## config.mk

```make
export PLATFORM = sky130hd
export DESIGN_NAME = hs_sync_rx
export DESIGN_NICKNAME = d
export VERILOG_FILES = /design/src/rtl/hs_sync_rx.sv
export SDC_FILE = /design/constraint.sdc
export NUM_CORES = 1
export LEC_CHECK = 0
export CAP_MARGIN = 40
export CORE_ASPECT_RATIO = 0.7
export CORE_MARGIN = 2
export CORE_UTILIZATION = 44
export DETAILED_ROUTE_END_ITERATION = 8
export PLACE_DENSITY = 0.82
export SETUP_SLACK_MARGIN = 0.5
export SKIP_CTS_REPAIR_TIMING = 1
export SYNTH_ARGS = -nofsm -noshare
export SYNTH_HDL_FRONTEND = slang
export SYNTH_SLANG_ARGS = --single-unit
```

## constraint.sdc

```tcl
create_clock -name CLK -period 1.55 [get_ports CLK]
set_input_delay 0.2325 -clock CLK [delete_from_list [all_inputs] [get_ports CLK]]
set_output_delay 0.2325 -clock CLK [all_outputs]
set_load 0.05 [all_outputs]
```

## src/rtl/hs_sync_rx.sv

```systemverilog
// hs_sync_rx: destination side of a 4-phase req/ack bus crossing into CLK.
// The level request is brought in through a multi-flop synchronizer. The
// source-held data bus is captured once and offered to a local consumer with
// valid/ready. A flop-driven acknowledge then runs the return-to-zero handshake.
module hs_sync_rx #(
  parameter int NUM_STAGES = 2,
  parameter int BUS_WIDTH  = 8,
  parameter int CNT_WIDTH  = 8
) (
  input  logic                 CLK,
  input  logic                 RST,
  input  logic                 ASYNC_REQ,
  input  logic [BUS_WIDTH-1:0] ASYNC_DATA,
  input  logic                 READY,
  output logic [BUS_WIDTH-1:0] SYNC_DATA,
  output logic                 VALID,
  output logic                 ACK,
  output logic                 BUSY,
  output logic [CNT_WIDTH-1:0] XFER_CNT
);

  typedef enum logic [1:0] {
    IDLE    = 2'd0,
    PRESENT = 2'd1,
    ACK_HI  = 2'd2
  } state_t;

  state_t                state;
  logic [NUM_STAGES-1:0] sync_q;
  logic                  req_s;

  // Shift the raw request through the synchronizer chain; only the last stage is trusted.
  always_ff @(posedge CLK or negedge RST) begin
    if (!RST) begin
      sync_q <= '0;
    end else begin
      sync_q <= {sync_q[NUM_STAGES-2:0], ASYNC_REQ};
    end
  end

  assign req_s = sync_q[NUM_STAGES-1];

  // Handshake sequencer: capture on request, hold until accepted, then keep ACK up until the request returns to zero.
  always_ff @(posedge CLK or negedge RST) begin
    if (!RST) begin
      state     <= IDLE;
      SYNC_DATA <= '0;
      VALID     <= 1'b0;
      ACK       <= 1'b0;
      XFER_CNT  <= '0;
    end else begin
      case (state)
        IDLE: begin
          if (req_s) begin
            SYNC_DATA <= ASYNC_DATA;
            VALID     <= 1'b1;
            state     <= PRESENT;
          end
        end
        PRESENT: begin
          if (READY) begin
            VALID    <= 1'b0;
            ACK      <= 1'b1;
            XFER_CNT <= XFER_CNT + CNT_WIDTH'(1);
            state    <= ACK_HI;
          end
        end
        ACK_HI: begin
          if (!req_s) begin
            ACK   <= 1'b0;
            state <= IDLE;
          end
        end
        default: begin
          VALID <= 1'b0;
          ACK   <= 1'b0;
          state <= IDLE;
        end
      endcase
    end
  end

  assign BUSY = (state != IDLE);

endmodule

```

==> results.ini, run 1 <==
[worst_setup_path]
crit_fanout = 5
cp_data_required_time_ns = 1.32
end_kind = output port
path_class = reg -> out
start_kind = register
arrival_ns = 1.24
reg2reg_slack_ns = 0.11

[sta]
finalSetupViolations = 0
hold_viol_final = 0
rsz0062_at_grt = true
min_period_ns = 1.47
drv_slew = 0
max_slew.worst_pin.slew_ns = 0.302
holdWs_ns = 0.273
fin_skew_ns = 0.00374
timing.slew.headroom_pct = 79.8
tns_ns = 0
fin_crit_sh_pct = 95.0
fmax_mhz = 679

[drt]
ant_nets = 0
drt_iter0_markers = 26
wl_um = 2340
firstDrtPassIters = 4
via_count = 729
routedWlPerCell_um = 16.2
routed_via_density = 5.03
drc = 0

[global_route]
overflow = 0
grt_pass1_wl_um = 2860
grt_pass1_vias = 607
grt_max_degree = 23
grt_use_total_pct = 15.8
antenna_found_initial = 0

[yosys]
synth.distinct_cells = 23
yosys-top-cells-count = dfrtp_1 (22), mux2_4 (8), nand2_1 (4), xor2_1 (4)
ys_seq_area_share_pct = 58.0
yosys_warnings = 0
synth_area_leaders = dfrtp_1 (58%), mux2_4 (13%), xor2_1 (3.7%)
synth_area_um2 = 948
synthesis.nets = 79
synth_top_area_share_pct = 58.0
synth-seq-cells = 22
yosysMostFrequentCell = dfrtp_1
synthCells = 66
synth_edf_count = 0
avgSynthCellArea_um2 = 14.4
yosysTopAreaCell = dfrtp_1
synthArstFlopShare_pct = 100
synth_flop_cell = dfrtp_1

[outcome]
outcome = finished, final reports clean

[floorplan]
die_x_um = 59.5
ios = 31
die-height_um = 42.8
coreArea_um2 = 2080
dieArea_um2 = 2550
initial_core_util_pct = 45.5
rows = 14

[power_and_ir_drop]
p_int_mw = 2.03
leakage_nw = 0.765
p_per_area_nw_per_um2 = 2340
seqPwrFrac_pct = 28.5
ir_drop_uv = 1440
p_sw_share_pct = 44.6
switchingPower_mw = 1.64
fin_total_pwr_mw = 3.67
clkPwrFrac_pct = 7.5
p_comb_share_pct = 64.0

[run]
drv_cap = 0

[cts]
cts_sinks = 22
cts.clk_slew.worst_paths_ns = 0.12
numCtsBuffers = 3
cts_buffer_depth = 2
tritoncts = done
htreeDepth = 1
worstSkewPairLatency_ns = 0.31
cts_root_buffer = clkbuf_4

[placed_design]
port_buffers = 30
gp_congestion = 0.756
post-dp-hpwl_um = 1290
dp_cells = 121

[final_layout]
drive_gt1_share_pct = 59.5
area_growth_pct = 65.2
seq_area_um2 = 561
fin_nets = 135
fillCellCount = 133
multi_input_area_um2 = 399
diodes = 0
stdcell_count = 145

[min_path]
worst_hold_path_type = in -> async

-- cells by family (layout without fill, tap and decap cells) --
| kind of cell | count (synthesis) | in the layout | share of synthesized area, % |
|---|---|---|---|
| AOI/OAI and AO/OA | 5 | 5 | 3.03 |
| adders and majority gates | 1 | 1 | 1.32 |
| and+or+nand+nor | 18 | 18 | 13.2 |
| DFF | 22 | 22 | 58.0 |
| xor gates and xnor gates | 7 | 7 | 6.46 |
| buffers and inverters | 4 | 59 | 4.09 |
| muxes | 9 | 9 | 13.9 |
-- power groups by stage --
stage / registers (mW) / clock network, mW / logic (mW)
after floorplan: 1.68 / 0 / 0.615
after global placement: 1.03 / 0 / 1.79
after detailed placement: 1.04 / 0 / 1.81
after CTS: 1.04 / 0.282 / 1.81
after global routing: 1.07 / 0.311 / 2.44
final: 1.05 / 0.274 / 2.35
-- cell usage in the layout (no fill, tap or decap) --
cell,n
a211oi_1,1
a21oi_1,2
and3_1,1
and4b_2,1
buf_12,4
buf_4,20
buf_6,18
clkbuf_1,1
clkbuf_4,3
clkdlybuf4s50_1,11
dfrtp_1,14
dfrtp_2,8
ha_1,1
inv_1,2
mux2_4,9
nand2_1,4
nand3_1,1
nand3_2,2
nand3b_4,1
nand4_1,1
nor2_1,1
nor2_4,1
nor2b_4,2
nor3_2,1
nor3_4,1
o21ai_0,1
o22ai_1,1
or2_4,1
xnor2_1,3
xor2_1,4
-- final cells by class --
class                           instances  area share (%)
Sequential cell                        22            35.8
Tap cell                               24            1.92
Inverter                                2           0.479
Timing Repair Buffer                   53            34.7
Clock buffer                            4            1.68
Multi-Input combinational cell         40            25.5
-- state kept, by name, indices dropped and copies added, names as in the netlist --
signal,count
ACK,1
state,2
VALID,1
sync_q,2
SYNC_DATA,8
XFER_CNT,8
-- layer usage --
metal | track usage [%] | routed length, um | vias up
met5 | 0 | 0 | -
met1 | 22.3 | 989 | 369
met4 | 5.33 | 11 | 0
met2 | 22.0 | 1210 | 24
li1 | - | - | 334
met3 | 6.71 | 133 | 2
-- worst max-delay path, stage by stage, from the launching register on --
cell and delay (ns):
dfrtp_1 0.42, buf_6 0.14, or2_4 0.23, buf_12 0.15
-- through the flow --
step | area (um^2) | utilization, % | worst slack, ns
2_1_floorplan | 965 | - | 0.239
3_3_place_gp | 1280 | 61.2 | 0.147
3_5_place_dp | 1280 | 61.2 | 0.106
4_1_cts | 1300 | 62.5 | 0.00158
5_1_grt | 1570 | 75.2 | 0.0284
6_report | 1570 | 75.2 | 0.0778
-- worst paths after layout --
check                          start      endpoint  cells past startpoint
max in group asynchronous        RST   XFER_CNT[5]                      2
hold / removal                   RST  SYNC_DATA[4]                      2
setup / recovery            state[0]          BUSY                      3
min in group CLK           ASYNC_REQ     sync_q[0]                      1
hold reg to reg            sync_q[0]     sync_q[1]                      0
setup reg to reg            state[1]  SYNC_DATA[2]                      5
Note: power is estimated with default switching activity, not from simulation.
==> inputs of run 2 (changes only) <==
--- a/config.mk
+++ b/config.mk
@@ -10,7 +10,7 @@
 export CORE_MARGIN = 2
 export CORE_UTILIZATION = 44
 export DETAILED_ROUTE_END_ITERATION = 8
-export PLACE_DENSITY = 0.82
+export PLACE_DENSITY = 0.85
 export SETUP_SLACK_MARGIN = 0.5
 export SKIP_CTS_REPAIR_TIMING = 1
 export SYNTH_ARGS = -nofsm -noshare
==> run 2 against run 1 <==
Final area grew 2.2%. Sequential share of layout area is 0.76 points lower. Critical path depth unchanged. Clock-buffer cell count stayed put. First-iteration DRC count shrank 23%. Wire length shrank 1.6%. Clock power up 15%. Core utilization rose by 1.6 points. Total power increased by 2.2%. Fmax is 0.25% lower. Clock skew rose by 0.00054 ns. Highest routed layer unchanged.
==> results.ini, run 2 (synthesis results as in run 1) <==
[cts]
tritoncts = done
cts.clk_slew.worst_paths_ns = 0.12  ; about the same
worstSkewPairLatency_ns = 0.30  ; about the same
cts_root_buffer = clkbuf_4
cts_sinks = 22  ; unchanged
cts_buffer_depth = 2  ; unchanged
numCtsBuffers = 3  ; unchanged
htreeDepth = 1  ; unchanged

[final_layout]
multi_input_area_um2 = 409  ; +2.5%
area_growth_pct = 68.7
drive_gt1_share_pct = 61.8  ; +2.3 points
fillCellCount = 137  ; +3.0%
reg_top3 = SYNC_DATA (8), XFER_CNT (8)
final_cell_mix = buf_6 (21), buf_4 (20), dfrtp_1 (14)
seq_area_um2 = 561  ; unchanged
post-route-util_pct = 76.8  ; +1.6 points
diodes = 0  ; unchanged
final_common_cell = buf_6
fin_nets = 137  ; +1.5%

[power_and_ir_drop]
p_sw_share_pct = 43.9  ; -0.72 points
ir_drop_uv = 1550  ; +7.6%
seqPwrFrac_pct = 27.8  ; -0.7 points
switchingPower_mw = 1.65  ; +0.52%
fin_total_pwr_mw = 3.75  ; +2.2%
p_per_area_nw_per_um2 = 2340  ; about the same
p_int_mw = 2.10  ; +3.5%
clkPwrFrac_pct = 8.4  ; +0.9 points
leakage_nw = 0.789  ; +3.0%
p_comb_share_pct = 63.9  ; about the same

[placed_design]
post-dp-hpwl_um = 1370  ; +5.9%
gp_congestion = 0.773  ; +2.3%
port_buffers = 30  ; unchanged

[global_route]
grt_pass1_vias = 630  ; +3.8%
grt_pass1_wl_um = 2970  ; +3.9%
overflow = 0  ; unchanged
antenna_found_initial = 0  ; unchanged
grt_use_total_pct = 16.3  ; +0.49 points
grt_max_degree = 23  ; unchanged

[sta]
fin_crit_sh_pct = 95.2  ; +0.24 points
hold_viol_final = 0  ; unchanged
fmax_mhz = 678  ; -0.25%
timing.slew.headroom_pct = 76.7  ; -3.1 points
fin_skew_ns = 0.00427  ; +0.000537 ns
drv_slew = 0  ; unchanged
rsz0062_at_grt = true
tns_ns = 0  ; unchanged
min_period_ns = 1.48  ; +0.00374 ns
max_slew.worst_pin.slew_ns = 0.348  ; +0.0464 ns
finalSetupViolations = 0  ; unchanged

[worst_setup_path]
cp_data_required_time_ns = 1.32  ; about the same
reg2regPathDepth = 5  ; unchanged
rr_endpoint = SYNC_DATA[1]
start_kind = register
reg2reg_slack_ns = 0.14  ; +0.03 ns
end_kind = output port
r2r-start = state[0]
arrival_ns = 1.24  ; about the same
path_class = reg -> out
crit_fanout = 5  ; unchanged

[drt]
routed_via_density = 4.91  ; -2.3%
routedWlPerCell_um = 15.7  ; -2.9%
drc = 0  ; unchanged
firstDrtPassIters = 4  ; unchanged
ant_nets = 0  ; unchanged
wl_um = 2310  ; -1.6%
drt_iter0_markers = 20  ; -23%
via_count = 722  ; -0.96%

[floorplan]
rows = 14  ; unchanged
die_x_um = 59.5  ; unchanged
ios = 31  ; unchanged
die-height_um = 42.8  ; unchanged
coreArea_um2 = 2080  ; unchanged
initial_core_util_pct = 45.5  ; unchanged
dieArea_um2 = 2550  ; unchanged

[min_path]
worst_hold_path_type = in -> async

[run]
drv_cap = 0  ; unchanged

[outcome]
outcome = finished, final reports clean

run 2: cell types whose count changed in the layout (fill, tap and decap cells not counted):
cell / before / now
clkbuf_1: 1 / 0
nor3_2: 1 / 0
clkbuf_8: 0 / 1
xor2_1: 4 / 3
mux2_4: 9 / 8
buf_12: 4 / 3
xor2_2: 0 / 1
buf_6: 18 / 21
mux2_2: 0 / 1
nor3_4: 1 / 2
run 2: worst max-delay path by stage:
stage | to | startpoint | cells after the start
floorplan | XFER_CNT[4] | XFER_CNT[0] | 4
global placement | XFER_CNT[6] | READY | 4
detailed placement | XFER_CNT[6] | READY | 4
CTS | BUSY | state[0] | 3
global route | BUSY | state[0] | 3
finish | BUSY | state[0] | 3
run 2: stage by stage:
step                      setup WS [ns]  std cells  hold slack [ns]  instance area, um^2
after floorplan                   0.239         66          -0.0631                  965
after global placement            0.143        121            0.341                 1260
after detailed placement         0.0642        121            0.336                 1260
after CTS                       0.00880        125            0.269                 1300
after global routing             0.0307        147            0.290                 1600
final                            0.0740        147            0.264                 1600
run 2: area by class of cell:
| cell class | count | area share (%) |
|---|---|---|
| multi-input cells | 40 | 25.6 |
| well taps | 24 | 1.88 |
| clock buffers | 4 | 2.27 |
| repair buffers | 55 | 34.8 |
| inverters | 2 | 0.469 |
| flip-flops and latches | 22 | 35.0 |
run 2: power groups by stage:
stage	Sequential, mW	Clock [mW]	Combinational, mW
global placement	1.03	0	1.77
CTS	1.04	0.318	1.80
finish	1.04	0.314	2.39
floorplan	1.68	0	0.615
detailed placement	1.05	0	1.79
global route	1.06	0.345	2.50
run 2: critical path, cell delays in order, from the launching register on:
cell	delay, ns
dfrtp_1	0.42
buf_6	0.14
or2_4	0.23
buf_12	0.15
run 2: metal layers:
metal / track usage, % / wire length (um) / vias to the layer above
met5: 0 / 0 / -
met4: 2.67 / 14 / 0
met3: 7.32 / 95 / 2
met2: 25.7 / 1250 / 20
met1: 21.2 / 950 / 362
li1: - / - / 338
==> inputs of run 3 (changes only) <==
--- a/config.mk
+++ b/config.mk
@@ -10,6 +10,7 @@
 export CORE_MARGIN = 2
 export CORE_UTILIZATION = 44
 export DETAILED_ROUTE_END_ITERATION = 8
+export GPL_TIMING_DRIVEN = 1
 export PLACE_DENSITY = 0.85
 export SETUP_SLACK_MARGIN = 0.5
 export SKIP_CTS_REPAIR_TIMING = 1
==> results of run 3 <==
Final layout, timing and power as in run 2 (identical DEF).
